[src/rtl/fetch2.sv]
// Second fetch stage: captures 64-bit imem pairs into a small FIFO for decode.
// The PC write-enable uses credits, so every in-flight response always has a free slot.
module fetch2 #(
    parameter int unsigned DEPTH = 2,
    parameter logic [31:0] NOP   = 32'h00000013
) (
    input  logic        clock_i,
    input  logic        reset_i,
    input  logic [31:0] pc_i,
    input  logic [63:0] imem_data_i,
    input  logic        flush_i,
    input  logic        dec_ready_i,
    output logic        pc_we_o,
    output logic        valid_o,
    output logic [31:0] pc_o,
    output logic [31:0] inst0_o,
    output logic [31:0] inst1_o
);
    localparam int unsigned PtrW = $clog2(DEPTH);
    localparam int unsigned CntW = PtrW + 1;
    localparam logic [CntW:0] DepthC = DEPTH[CntW:0];

    typedef struct packed {
        logic [31:0] pc;
        logic [31:0] inst0;
        logic [31:0] inst1;
    } entry_t;

    entry_t          mem_q [DEPTH];
    logic [PtrW-1:0] rd_ptr_q, rd_ptr_d;
    logic [PtrW-1:0] wr_ptr_q, wr_ptr_d;
    logic [CntW-1:0] count_q, count_d;
    logic            inflight_q, inflight_d;
    logic [31:0]     inflight_pc_q, inflight_pc_d;
    logic            push, pop;
    logic [CntW:0]   credits_used;
    entry_t          head;

    assign head = mem_q[rd_ptr_q];

    always_comb begin
        valid_o = ~reset_i & (count_q != '0);
        pop     = valid_o & dec_ready_i & ~flush_i;
        push    = inflight_q & ~flush_i & ~reset_i;
        // Slots already promised, minus the one freed by this cycle's pop.
        credits_used = {1'b0, count_q} + {{CntW{1'b0}}, inflight_q} - {{CntW{1'b0}}, pop};
        pc_we_o = ~reset_i & ~flush_i & (credits_used < DepthC);
        pc_o    = valid_o ? head.pc : 32'h0;
        inst0_o = valid_o ? head.inst0 : NOP;
        inst1_o = valid_o ? head.inst1 : NOP;
    end

    always_comb begin
        rd_ptr_d      = rd_ptr_q;
        wr_ptr_d      = wr_ptr_q;
        count_d       = count_q;
        inflight_d    = 1'b0;
        inflight_pc_d = inflight_pc_q;
        if (flush_i) begin
            rd_ptr_d = '0;
            wr_ptr_d = '0;
            count_d  = '0;
        end else begin
            if (push) wr_ptr_d = wr_ptr_q + PtrW'(1);
            if (pop)  rd_ptr_d = rd_ptr_q + PtrW'(1);
            count_d    = count_q + CntW'(push) - CntW'(pop);
            inflight_d = pc_we_o;
            if (pc_we_o) inflight_pc_d = pc_i;
        end
    end

    always_ff @(posedge clock_i) begin
        if (reset_i) begin
            rd_ptr_q      <= '0;
            wr_ptr_q      <= '0;
            count_q       <= '0;
            inflight_q    <= 1'b0;
            inflight_pc_q <= 32'h0;
        end else begin
            rd_ptr_q      <= rd_ptr_d;
            wr_ptr_q      <= wr_ptr_d;
            count_q       <= count_d;
            inflight_q    <= inflight_d;
            inflight_pc_q <= inflight_pc_d;
        end
    end

    // Payload has no reset; valid_o masks any stale slot.
    always_ff @(posedge clock_i) begin
        if (push) begin
            mem_q[wr_ptr_q] <= '{pc: inflight_pc_q, inst0: imem_data_i[31:0],
                                 inst1: imem_data_i[63:32]};
        end
    end

endmodule
[config.mk]
export PLATFORM = sky130hd
export DESIGN_NAME = fetch2
export DESIGN_NICKNAME = d
export VERILOG_FILES = /design/src/rtl/fetch2.sv
export SDC_FILE = /design/constraint.sdc
export NUM_CORES = 1
export LEC_CHECK = 0
export BUFFER_PORTS_ARGS = -buffer_cell sky130_fd_sc_hd__buf_2
export CAP_MARGIN = 40
export CORE_AREA = 10 10 171 173
export DETAILED_ROUTE_END_ITERATION = 12
export DIE_AREA = 0 0 181 183
export SYNTH_ARGS = -nofsm -noshare
export SYNTH_HDL_FRONTEND = slang
export SYNTH_SLANG_ARGS = --single-unit
[constraint.sdc]
create_clock -name clock_i -period 5.4 [get_ports clock_i]
set_clock_uncertainty 0.1 [all_clocks]
set_input_delay 0.54 -clock clock_i [delete_from_list [all_inputs] [get_ports clock_i]]
set_output_delay 0.54 -clock clock_i [all_outputs]
set_load 0.01 [all_outputs]
==> metrics.csv <==
metric;value;unit
status;completed;
post-synthesis simple-gate area fraction;0.0913;
slew at the pin with the worst max-slew slack;0.810;ns
chip height;183;µm
endpoint class of the critical path;output pin;
fin crit period;4.24;ns
Max-Slew Margin vs Limit;0.460;
fin crit share;0.785;
RSZ-0062 raised after global routing;false;
share of cells above drive strength 1;0.350;
die width;181;µm
# diodes;0;
hold_sp;imem_data_i[2];
Reg-to-Reg Start;count_q[1];
HP Class;input pin to register;
vias in the first global route;5408;
Fmax;236;MHz
slowest stage delay, CP;0.61;ns
largest net degree at the start of global routing;68;
Routed Antenna Nets;0;
Hold Buf Count CTS;0;
Post-DP HPWL;13.8;mm
most frequent cell after synthesis;edfxtp_1;
worst hold slack;0.111;ns
R2R depth;10;
setup violators final;0;
Cells after Synth;582;
Congestion Overflow GR;0;
Final Non-Filler Cells;1137;
total CTS buffers;26;
Boundary Pins;198;
# H-tree levels;1;
top cells by area, synth;edfxtp_1 65%, mux2i_1 11%, dfxtp_1 8.6%;
cell family with most CP delay;simple AND/OR/NAND/NOR gates;
Worst Path Arrival;3.60;ns
Clk pin slew, worst setup/hold paths;0.06;ns
CTS tree;yes;
Critical Path RT;4.76;ns
WHS Endpoint;mem_q[0][34];
GRT Total Usage;0.117;
Via density;4.58;
worst skew pair latency;0.51;ns
Synth Area in Adders;0.00648;
Slowest cell on crit path;and3_2;
routed wire length;20.5;mm
Reg2Reg Setup Slack;1.85;ns
Final Util;0.432;
Inst Count DP;1089;
Syn Nets;686;
maximum VDD drop;0.223;mV
post-synthesis compound-gate area fraction;0.0308;
Avg WL per Cell;18.0;µm
Post-synth EDFFs;192;
Setup Crit Path Kind;register to output pin;
DRT Pass-1 Iters;4;
worst r2r dst;inflight_pc_q[13];
port buffer count;197;
# Post-CTS Setup Buffers;0;
top cell type's share of synthesized area;0.649;
Slew Limit Fails;0;
first-pass GRT wire length;31.2;mm
# Max-Cap Violations;0;
final net count;886;
# rows;59;
Vias;5205;
Initial Util;0.345;
post-synthesis cell type count;27;
Post-synth top cells;192 x edfxtp_1, 96 x mux2i_1, 93 x nor2_1;
CP Buf/Inv Count;2;
gpl congestion;0.734;
Max Fanout on Critical Path;34;
Core ar.;25800;µm²
crit path launch type;register;
residual DRC count;0;
Initial DRC Count;234;
worst-case clock buffer depth;3;
Pwr Density;345;nW/µm²
Syn Area/Cell;15.3;µm²
Hold Path Cell Cnt;1;
# clock sinks;230;
mux cell area share after synthesis;0.108;
leakage;4.07;nW
critical path cell sequence;o21ai_0 -> nor3_1 -> ha_1 -> nand2b_1 -> fa_1 -> xnor2_2 -> buf_4 -> and3_2 -> buf_2;
DIE AREA;33100;µm²
Final Hold Viols;0;
xor/xnor cell area share of the yosys netlist;0.00493;
area growth from synthesis to layout;25.3;%
antenna violations before repair;0;
Clock Tree Root;clkbuf_16;
FFs w/ async S/R, synth;0;
Yosys reg bits;230;
Netlist Area Pre-Place;8880;µm²
leading area contributor after synthesis;edfxtp_1;
top_reg_cell synth;edfxtp_1;
setup TNS;0;ns
CTS resizes;0;
largest family of logic cells by synthesized area;multiplexers;
register area share after synthesis;0.735;
Yosys Warn Count;0;
-- metrics by stage --
stage               setup slack [ns]  cell area, µm²  total power [mW]
CTS                             1.09           11100              3.89
floorplan                       1.56            8880              2.08
detailed placement              1.33           10300              2.14
finish                          1.16           11100              3.84
global placement                1.35           10200              2.14
global route                   0.885           11100              3.97
-- power breakdown --
part / switching [mW] / leakage (nW) / internal, mW
registers: 0.0181 / 2.08 / 1.96
clock network: 0.665 / 0.418 / 1.07
logic: 0.0690 / 1.58 / 0.0565
-- placed cells by master (no fill, tap or decap), drive strengths merged --
| cell type | netlist | layout |
|---|---|---|
| inv | 3 | 4 |
| edfxtp | 192 | 192 |
| clkbuf | 10 | 34 |
| xor2 | 2 | 2 |
| or2 | 1 | 1 |
| nand2b | 33 | 33 |
| dfxtp | 38 | 38 |
| and3 | 3 | 3 |
| nor3b | 1 | 1 |
| nor2 | 93 | 93 |
| xnor2 | 3 | 3 |
| o21ai | 33 | 33 |
| ha | 3 | 3 |
| nand2 | 7 | 7 |
| and2 | 1 | 1 |
| mux2i | 96 | 96 |
| bufinv | 0 | 3 |
| buf | 25 | 207 |
| nand3 | 32 | 32 |
| clkinvlp | 0 | 1 |
| nor3 | 5 | 5 |
| fa | 1 | 1 |
| clkinv | 0 | 9 |
-- flip-flops by register name (all words and copies together), names as in the netlist, named ones only --
signal         cells
mem_q            192
inflight_pc_q     32
count_q            2
inflight_q         1
rd_ptr_q           1
wr_ptr_q           1
-- how the worst max path moves through the flow --
| stage | from | to | slack [ns] | cells past startpoint |
|---|---|---|---|---|
| 3_5_place_dp | reset_i | pc_we_o | 1.33 | 9 |
| 6_report | count_q[1] | pc_we_o | 1.16 | 9 |
| 5_1_grt | count_q[1] | pc_we_o | 0.88 | 9 |
| 3_3_place_gp | reset_i | pc_we_o | 1.35 | 9 |
| 2_1_floorplan | flush_i | mem_q[0][0] | 1.56 | 3 |
| 4_1_cts | count_q[1] | pc_we_o | 1.09 | 9 |
-- worst reg2reg max path, cell delays in order (launching register included) --
cell      delay [ns]
dfxtp_1         0.48
o21ai_0         0.19
nor3_1          0.24
ha_1            0.28
nand2b_1        0.16
fa_1            0.41
xnor2_2         0.13
buf_4           0.35
and3_2          0.61
buf_4           0.40
o21ai_2         0.10
-- routing by layer --
layer / routed length [µm] / global-route usage
met3: 1410 / 0.0331
met1: 8820 / 0.144
met5: 0 / 0
met4: 264 / 0.0257
met2: 9970 / 0.202
-- final cells by class --
type	count	area, µm²
Clock buffer	34	712
Clock inverter	14	149
Fill cell	2351	14600
Inverter	3	11.3
Multi-Input combinational cell	314	2180
Sequential cell	230	6530
Tap cell	335	419
Timing Repair Buffer	207	1130
-- cell families (layout without fill, tap and decap cells) --
group                      count (synthesis)  after routing
buffers and inverters                     38            258
AOI/OAI and AO/OA                         33             33
DFF                                      230            230
and+or+nand+nor                          176            176
muxes                                     96             96
xor gates and xnor gates                   5              5
adders and majority gates                  4              4
Power figures use the tool's default switching activity.
